<file path="src/rtl/gt_victim_buffer.sv">
// Fully-associative victim buffer between L1 and memory: catches L1 evictions, serves swap-back lookups.
// Latency: lookup result registered, one cycle after request; insert accepted in the request cycle.
// Backpressure: insert_ready drops while a dirty victim waits in the writeback register for wb_ready.
module gt_victim_buffer #(
   parameter int ADDR_W   = 32,
   parameter int LINE_W   = 256,
   parameter int OFFSET_W = 5,
   parameter int ENTRIES  = 4
) (
   input  logic                           CLK,
   input  logic                           RST_N,
   input  logic                           lookup_valid,
   input  logic [ADDR_W-1:0]              lookup_addr,
   output logic                           lookup_hit,
   output logic [LINE_W-1:0]              lookup_data,
   output logic                           lookup_dirty,
   input  logic                           insert_valid,
   output logic                           insert_ready,
   input  logic [ADDR_W-1:0]              insert_addr,
   input  logic [LINE_W-1:0]              insert_data,
   input  logic                           insert_dirty,
   output logic                           wb_valid,
   input  logic                           wb_ready,
   output logic [ADDR_W-1:0]              wb_addr,
   output logic [LINE_W-1:0]              wb_data,
   output logic [$clog2(ENTRIES+1)-1:0]   occupancy
);
   localparam int TAG_W = ADDR_W - OFFSET_W;
   localparam int IDX_W = $clog2(ENTRIES);
   localparam int OCC_W = $clog2(ENTRIES+1);

   typedef enum logic {S_IDLE, S_WB} state_t;

   state_t                   state_q, state_d;
   logic [ENTRIES-1:0]       valid_q, valid_d;
   logic [ENTRIES-1:0]       dirty_q, dirty_d;
   logic [TAG_W-1:0]         tag_q  [ENTRIES];
   logic [TAG_W-1:0]         tag_d  [ENTRIES];
   logic [LINE_W-1:0]        data_q [ENTRIES];
   logic [LINE_W-1:0]        data_d [ENTRIES];
   logic [IDX_W-1:0]         ptr_q, ptr_d;
   logic [ADDR_W-1:0]        wb_addr_q, wb_addr_d;
   logic [LINE_W-1:0]        wb_data_q, wb_data_d;
   logic                     hit_q, hit_d;
   logic [LINE_W-1:0]        ldata_q, ldata_d;
   logic                     ldirty_q, ldirty_d;

   logic [TAG_W-1:0]         tag_lk, tag_in;
   logic                     lk_any, ins_match, free_any, ins_fire;
   logic [IDX_W-1:0]         lk_idx, match_idx, free_idx;
   logic [OCC_W-1:0]         occ;
   logic                     unused_offset;

   // Offset bits only select bytes inside a line; the buffer tracks whole lines.
   assign unused_offset = ^{lookup_addr[OFFSET_W-1:0], insert_addr[OFFSET_W-1:0]};

   assign tag_lk   = lookup_addr[ADDR_W-1:OFFSET_W];
   assign tag_in   = insert_addr[ADDR_W-1:OFFSET_W];
   assign ins_fire = insert_valid && (state_q == S_IDLE);

   // Tag search over pre-update contents: lookup hit, insert tag match, lowest free slot, occupancy.
   always_comb begin
      lk_any    = 1'b0;
      lk_idx    = '0;
      ins_match = 1'b0;
      match_idx = '0;
      free_any  = 1'b0;
      free_idx  = '0;
      occ       = '0;
      for (int i = ENTRIES-1; i >= 0; i--) begin
         if (valid_q[i] && tag_q[i] == tag_lk) begin
            lk_any = 1'b1;
            lk_idx = IDX_W'(i);
         end
         if (valid_q[i] && tag_q[i] == tag_in) begin
            ins_match = 1'b1;
            match_idx = IDX_W'(i);
         end
         if (!valid_q[i]) begin
            free_any = 1'b1;
            free_idx = IDX_W'(i);
         end
         if (valid_q[i]) occ = occ + OCC_W'(1);
      end
   end

   // Next state for entries, FIFO pointer, writeback register and lookup result; FSM transitions too.
   always_comb begin
      state_d   = state_q;
      valid_d   = valid_q;
      dirty_d   = dirty_q;
      tag_d     = tag_q;
      data_d    = data_q;
      ptr_d     = ptr_q;
      wb_addr_d = wb_addr_q;
      wb_data_d = wb_data_q;
      hit_d     = 1'b0;
      ldata_d   = '0;
      ldirty_d  = 1'b0;

      // Exclusive swap: a hit hands the line back to L1 and frees the entry.
      if (lookup_valid) begin
         if (lk_any) begin
            hit_d           = 1'b1;
            ldata_d         = data_q[lk_idx];
            ldirty_d        = dirty_q[lk_idx];
            valid_d[lk_idx] = 1'b0;
         end else if (state_q == S_WB && wb_addr_q[ADDR_W-1:OFFSET_W] == tag_lk) begin
            // Line still leaving for memory: L1 gets a clean copy, writeback continues.
            hit_d   = 1'b1;
            ldata_d = wb_data_q;
         end
      end

      if (state_q == S_WB && wb_ready) state_d = S_IDLE;

      // Insert is written after the lookup invalidation so a same-tag insert leaves the entry valid.
      if (ins_fire) begin
         if (ins_match) begin
            valid_d[match_idx] = 1'b1;
            dirty_d[match_idx] = dirty_q[match_idx] | insert_dirty;
            data_d[match_idx]  = insert_data;
         end else if (free_any) begin
            valid_d[free_idx] = 1'b1;
            dirty_d[free_idx] = insert_dirty;
            tag_d[free_idx]   = tag_in;
            data_d[free_idx]  = insert_data;
         end else begin
            if (dirty_q[ptr_q]) begin
               wb_addr_d = {tag_q[ptr_q], {OFFSET_W{1'b0}}};
               wb_data_d = data_q[ptr_q];
               state_d   = S_WB;
            end
            valid_d[ptr_q] = 1'b1;
            dirty_d[ptr_q] = insert_dirty;
            tag_d[ptr_q]   = tag_in;
            data_d[ptr_q]  = insert_data;
            ptr_d          = ptr_q + IDX_W'(1);
         end
      end
   end

   // FSM state register; reset abandons any pending writeback.
   always_ff @(posedge CLK) begin
      if (!RST_N) state_q <= S_IDLE;
      else        state_q <= state_d;
   end

   // Datapath registers: entry array, pointer, writeback line, lookup result.
   always_ff @(posedge CLK) begin
      if (!RST_N) begin
         valid_q   <= '0;
         dirty_q   <= '0;
         ptr_q     <= '0;
         wb_addr_q <= '0;
         wb_data_q <= '0;
         hit_q     <= 1'b0;
         ldata_q   <= '0;
         ldirty_q  <= 1'b0;
         for (int i = 0; i < ENTRIES; i++) begin
            tag_q[i]  <= '0;
            data_q[i] <= '0;
         end
      end else begin
         valid_q   <= valid_d;
         dirty_q   <= dirty_d;
         ptr_q     <= ptr_d;
         wb_addr_q <= wb_addr_d;
         wb_data_q <= wb_data_d;
         hit_q     <= hit_d;
         ldata_q   <= ldata_d;
         ldirty_q  <= ldirty_d;
         for (int i = 0; i < ENTRIES; i++) begin
            tag_q[i]  <= tag_d[i];
            data_q[i] <= data_d[i];
         end
      end
   end

   assign lookup_hit   = hit_q;
   assign lookup_data  = ldata_q;
   assign lookup_dirty = ldirty_q;
   assign insert_ready = (state_q == S_IDLE);
   assign wb_valid     = (state_q == S_WB);
   assign wb_addr      = wb_addr_q;
   assign wb_data      = wb_data_q;
   assign occupancy    = occ;
endmodule

</file>
<file path="config.mk">
export PLATFORM = sky130hd
export DESIGN_NAME = gt_victim_buffer
export DESIGN_NICKNAME = d
export VERILOG_FILES = /design/src/rtl/gt_victim_buffer.sv
export SDC_FILE = /design/constraint.sdc
export NUM_CORES = 2
export LEC_CHECK = 0
export ABC_AREA = 1
export BUFFER_PORTS_ARGS = -buffer_cell sky130_fd_sc_hd__buf_2
export CORE_MARGIN = 2
export CORE_UTILIZATION = 49
export DETAILED_ROUTE_END_ITERATION = 8
export PLACE_DENSITY = 0.69
export SETUP_SLACK_MARGIN = 0.02
export SLEW_MARGIN = 15
export SYNTH_ARGS = -nofsm -noshare
export SYNTH_HDL_FRONTEND = slang
export SYNTH_SLANG_ARGS = --single-unit
</file>
<file path="constraint.sdc">
create_clock -name CLK -period 2.9 [get_ports CLK]
set_clock_uncertainty 0.05 [all_clocks]
set_input_delay 0.435 -clock CLK [delete_from_list [all_inputs] [get_ports CLK]]
set_output_delay 0.435 -clock CLK [all_outputs]
set_load 0.01 [all_outputs]
</file>
Word-level counts from Yosys, hierarchy flattened
Cells that the tools add are included.
W data, S select, Z words.
{"block": "op_classes", "n_addsub": 4, "order_cmp": 15, "eq_ne": 9, "n_mux": 88, "n_bitwise": 13, "reduce_logical": 23}
{"op": "$bwmux W1024", "count": 3}
{"op": "$mux W256", "count": 9}
{"op": "$mux W1024", "count": 2}
{"op": "$demux W256 S2", "count": 3}
{"op": "$bmux W256 S2", "count": 2}
{"op": "$eq A27 B27 Y1", "count": 9}
{"op": "$bwmux W108", "count": 2}
{"op": "$demux W27 S2", "count": 2}
{"op": "$mux W108", "count": 1}
{"op": "$mux W27", "count": 4}
{"op": "$bmux W27 S2", "count": 1}
{"op": "$mux W4", "count": 7}
{"op": "$mux W1", "count": 27}
{"op": "$mux W2", "count": 12}
{"op": "$logic_and A1 B1 Y1", "count": 18}
{"op": "$bwmux W4", "count": 3}
{"op": "$ge A3 B3 Y1 const B", "count": 4}
{"op": "$lt A2 B3 Y1 const B", "count": 4}
{"op": "$not A2 Y3", "count": 4}
{"op": "$or A4 B4 Y4", "count": 3}
{"op": "$add A3 B1 Y3 const B", "count": 3}
{"op": "$lt A3 B1 Y1 const B", "count": 3}
{"op": "$mux W3", "count": 3}
{"op": "$demux W1 S2", "count": 4}
{"op": "other kinds (10)", "count": 19}
{"block": "totals", "regBits": 1684}

Depth between registers and ports, before layout
{"block": "logic_depth", "depth_word": 18, "depth_mapped": 20, "ltp_nobuf": 17}

Worst setup path after synthesis
OpenSTA, ideal clock, no wires.
{"block": "synth_timing", "path_type": "register -> register", "start": "reg ptr_q[1]", "end": "reg data_q[982] (netlist name)", "setup_time_ns": 0.133, "arrival_ns": 2.295, "required_time_ns": 2.717, "setup_slack_ns": 0.422, "path_stages_with_launch": 14, "n_path_buf": 5, "period_less_slack_ns": 2.478, "path_cell_list": "dfxtp_1 -> clkbuf_1 -> inv_1 -> clkbuf_1 -> clkbuf_1 -> ha_1 -> a21oi_1 -> inv_1 -> nand3_1 -> nand2_2 -> buf_2 -> buf_2 -> o21ai_0 -> a21oi_1"}
{"block": "synth_between", "elab_chain_cells": 8, "word_cells_on_any_way": 9, "classes_between": "order compare (2); mux (5); bitwise (1); reduce/logical (1)"}
{"element": "from (decl)", "line": "41", "source": "logic [IDX_W-1:0] ptr_q, ptr_d;"}
{"element": "from (signal assigned)", "line": "167", "source": "ptr_q <= ptr_d;"}
{"element": "$not A2 Y3 (implied by the code) (*)", "line": "137", "source": "data_d[ptr_q] = insert_data;"}
{"element": "$ge A3 B3 Y1 (implied by the code) / $lt A3 B1 Y1 (equally long branches)", "line": "137"}
{"element": "$logic_and A1 B1 Y1 (implied by the code)", "line": "137"}
{"element": "$mux W256 (implied by the code)", "line": "137"}
{"element": "$demux W256 S2 (*)", "line": "137"}
{"element": "$bwmux W1024 (*)", "line": "137"}
{"element": "$mux W1024 (*)", "line": "123", "source": "end else if (free_any) begin"}
{"element": "$mux W1024 (*)", "line": "119", "source": "if (ins_match) begin"}
{"element": "to (signal, indexed assignment)", "line": "175", "source": "data_q[i] <= data_d[i];"}
{"element": "to (decl)", "line": "39", "source": "logic [LINE_W-1:0] data_q [ENTRIES];"}
Every way passes the cells marked *; elsewhere a longest branch is shown, timed or not.
A chain may end at the register's enable or synchronous reset.

Worst setup path in the final report
{"block": "layout_timing", "start": "reg valid_q[2]", "end": "reg data_q[895] (netlist name)"}
{"block": "layout_between", "elab_chain_cells": 11, "word_cells_on_any_way": 29, "classes_between": "order compare (4); mux (20); bitwise (2); reduce/logical (3)"}
{"element": "from (decl)", "line": "35", "source": "logic [ENTRIES-1:0] valid_q, valid_d;"}
{"element": "from (signal assigned)", "line": "165", "source": "valid_q <= valid_d;"}
{"element": "$mux W2 / $logic_and A1 B1 Y1 (equally long branches)", "line": "79, 75"}
{"element": "$mux W2, on equally long branches (2 in series)", "line": "79, 75"}
{"element": "$not A2 Y3 (implied by the code) / $mux W2 (equally long branches)", "line": "127, 75"}
{"element": "$ge A3 B3 Y1 (implied by the code), or another cell as far along", "line": "127", "source": "data_d[free_idx] = insert_data;"}
{"element": "$logic_and A1 B1 Y1 (implied by the code), or another cell as far along", "line": "127"}
{"element": "$mux W256 (implied by the code) / $logic_and A1 B1 Y1 (equally long branches)", "line": "127, 122"}
{"element": "$demux W256 S2 / $mux W256 (equally long branches)", "line": "127, 122"}
{"element": "$bwmux W1024 / $demux W256 S2 (equally long branches)", "line": "127, 122"}
{"element": "$mux W1024 / $bwmux W1024 (equally long branches)", "line": "123, 122"}
{"element": "$mux W1024 (*)", "line": "119"}
Marks and branches as above.

==> results.cfg <==
[final_layout]
multiInputGateArea_mm2 = 0.0419
regArea_mm2 = 0.0338
fillCellCount = 14925
area_growth_pct = 28.6
instances_no_fill = 16556
drive_gt1_share_pct = 16.0
layout.nets = 14492

[global_routing]
grt_pass1_vias = 88036
antenna_found_initial = 49
overflow = 0
grt_start_max_net_pins = 252
grt_pass1_wl_mm = 518
track_usage_pct = 37.6

[floorplanning]
core_mm2 = 0.170
die_h_um = 418
die_w_um = 418
rows = 151
start_util_pct = 49.4
dieArea_mm2 = 0.175
io_pins = 877

[critical_path]
worstSetupPathType = reg -> reg
reg2reg_from = valid_q[2]
rrSetupSlack_ns = -0.007
crit_start = valid_q[2]
cp.required_ns = 3.62
end_kind = flop
cp-start-kind = flop
reg2reg_to = data_q[895]
cp-endpoint = data_q[895]
crit_arrival_ns = 3.63
reg2reg_depth = 15
cp_max_fo = 13

[pwr]
power_frac_comb_pct = 10.4
clkPwrFrac_pct = 44.8
switching_share_pct = 26.2
power.internal_mw = 39.9
p_per_area_mw_per_mm2 = 500
p_total_mw = 54.0
leakage_nw = 48.5
p_sw_mw = 14.1
pwr-share-seq_pct = 44.8
ir_worst_vdd_mv = 0.553

[timing]
finalSetupViolCount = 3
drv_slew = 0
slew-limit-headroom_pct = 19.2
hold_violations = 0
rsz0062_at_grt = true
fin_crit_sh_pct = 100
setup_slack_ns = -0.00719
clock.fmax_mhz = 344
tightest_slew_ns = 1.21
period_needed_ns = 2.91

[drt]
drtIter0Drc = 12553
drt_first_pass_iters = 7
wl_per_cell_um = 22.1
ant_nets = 0
drcViolationCount = 0
avgViaCountPerCell = 5.79
wirelength_mm = 366
num_vias = 95933

[yosys]
synth.cell_area_mm2 = 0.0840
synth_edf_count = 0
yosysWarnings = 0
async_flop_share_pct = 0
ys_ff_latch = 1684
avgSynthCellArea_um2 = 6.46
yosysSeqAreaShare_pct = 40.1
synth.distinct_cells = 47
synthCells = 13008
synth_flop_cell = dfxtp_1

[cts]
cts.sinks = 1684
cts_buffers = 181
root_buffer = clkbuf_16
clock_latency_ns = 0.87
clk_pin_slew_ns = 0.06
cts_buffer_depth = 3
htree_levels = 4
cts_tree = yes

[place]
placed_cells = 15755
io_buffers = 861
hpwl_mm = 224
gp_congestion = 0.992

[hold_path]
min_path_type = in -> reg

[flow_run]
maxCapViolations = 0

[outcome]
violations = setup timing
status = complete, but fails checks
-- timing repair --
| item | 4_1_cts | 5_1_grt |
|---|---|---|
| buffers inserted | 8 | 65 |
| resized for setup | 46 | 283 |
| pin swaps | 9 | 28 |
| gates cloned | 3 | 79 |
| hold endpoints to repair | 1128 | 0 |
| endpoints found under the setup margin | 536 | 1534 |
| hold buffers | 286 | 0 |
-- per-stage QoR --
step	setup slack, ns	area [µm²]	hold slack, ns	setup TNS, ns	utilization [%]
global route	-0.0842	108000	0.0474	-1.91	63.6
detailed placement	-0.569	95000	0.400	-281.67	55.9
finish	-0.00719	108000	0.0739	-0.0141	63.6
CTS	-0.0288	104000	0.0105	-0.0288	61.4
floorplan	0.422	84000	0.394	0	-
global placement	-0.571	95000	0.400	-253.64	55.9
-- cell usage after synthesis (all sizes together) (6+ instances only) --
cell | number | area, µm²
a211oi | 27 | 203
a21oi | 1671 | 8360
and2 | 6 | 37.5
buf | 589 | 2990
clkbuf | 459 | 1730
dfxtp | 1684 | 33700
ha | 8 | 100
inv | 1178 | 4420
nand2 | 3536 | 13300
nand3 | 552 | 2770
nand3b | 264 | 1980
nand4 | 140 | 876
nor2 | 1133 | 4290
nor3 | 221 | 1120
nor4 | 6 | 37.5
o21ai | 1422 | 7120
o22ai | 16 | 100
xnor2 | 57 | 499
xor2 | 22 | 193
-- sequential cells by signal, indices dropped and copies added, names as in the netlist --
name / cells
tag_q: 108
ptr_q: 2
valid_q: 4
wb_data: 256
wb_valid: 1
lookup_hit: 1
lookup_data: 256
data_q: 1024
lookup_dirty: 1
wb_addr: 27
dirty_q: 4
-- cell families after synthesis --
logic type,after synthesis,synth area share [%]
other,1,0.00447
buffers and inverters,2226,10.9
AO/OA/AOI/OAI,3144,18.9
flip-flops,1684,40.1
adder cells (fa/ha/maj),8,0.119
AND/OR/NAND/NOR,5866,29.1
XOR/XNOR,79,0.824
-- worst min-delay path by stage --
stage | startpoint | end | slack [ns] | cells past startpoint
2_1_floorplan | data_q[341] | data_q[341] | 0.39 | 2
4_1_cts | insert_addr[28] | tag_q[104] | 0.01 | 4
5_1_grt | insert_addr[28] | tag_q[104] | 0.05 | 4
3_3_place_gp | data_q[408] | data_q[408] | 0.40 | 2
6_report | insert_addr[28] | tag_q[104] | 0.07 | 4
3_5_place_dp | wb_data[131] | lookup_data[131] | 0.40 | 2
-- layout by cell type (no fill, tap or decap), drive strengths merged, types with 27 or more instances in the layout --
cell         count
nand3          552
o21ai         1422
dfxtp         1684
xnor2           57
nand2         3538
nor2          1133
buf           1651
inv           1184
clkinv          40
nor3           221
a21oi         1671
clkbuf         337
nand3b         264
nand4          140
dlygate4sd3    286
diode           36
a211oi          27
-- routing by layer --
layer | up-vias | routed length (µm) | global-route usage [%]
met3 | 1389 | 38400 | 6.70
met4 | 28 | 28200 | 25.8
met5 | - | 172 | 0
met1 | 44224 | 137000 | 46.8
li1 | 44132 | - | -
met2 | 6160 | 162000 | 59.3
-- layout make-up --
type	count	area share [%]
Inverter	1178	4.13
Timing Repair Buffer	2009	17.4
Multi-Input combinational cell	9104	38.8
Clock buffer	266	4.98
Sequential cell	1684	31.3
Antenna cell	36	0.0834
Tap cell	2218	2.57
Clock inverter	61	0.700
-- critical path: stages, from the launching register on --
cell	delay (ns)
dfxtp_4	0.36
buf_4	0.14
buf_4	0.16
o21ai_2	0.06
buf_4	0.14
nand3b_1	0.10
nor2_1	0.06
nand2_2	0.14
nand2_2	0.10
nor2_4	0.25
nand3_4	0.26
nand2_8	0.27
clkbuf_16	0.23
buf_16	0.16
o21ai_0	0.10
a21oi_1	0.21
-- power by group through the flow --
stage | registers, mW | logic [mW] | clock network [mW]
after floorplan | 24.6 | 2.70 | 0
after global placement | 24.6 | 4.44 | 0
after detailed placement | 24.7 | 4.54 | 0
after CTS | 24.1 | 4.96 | 24.3
after global routing | 24.2 | 6.03 | 25.2
final | 24.2 | 5.60 | 24.2
Power figures use the tool's default switching activity.
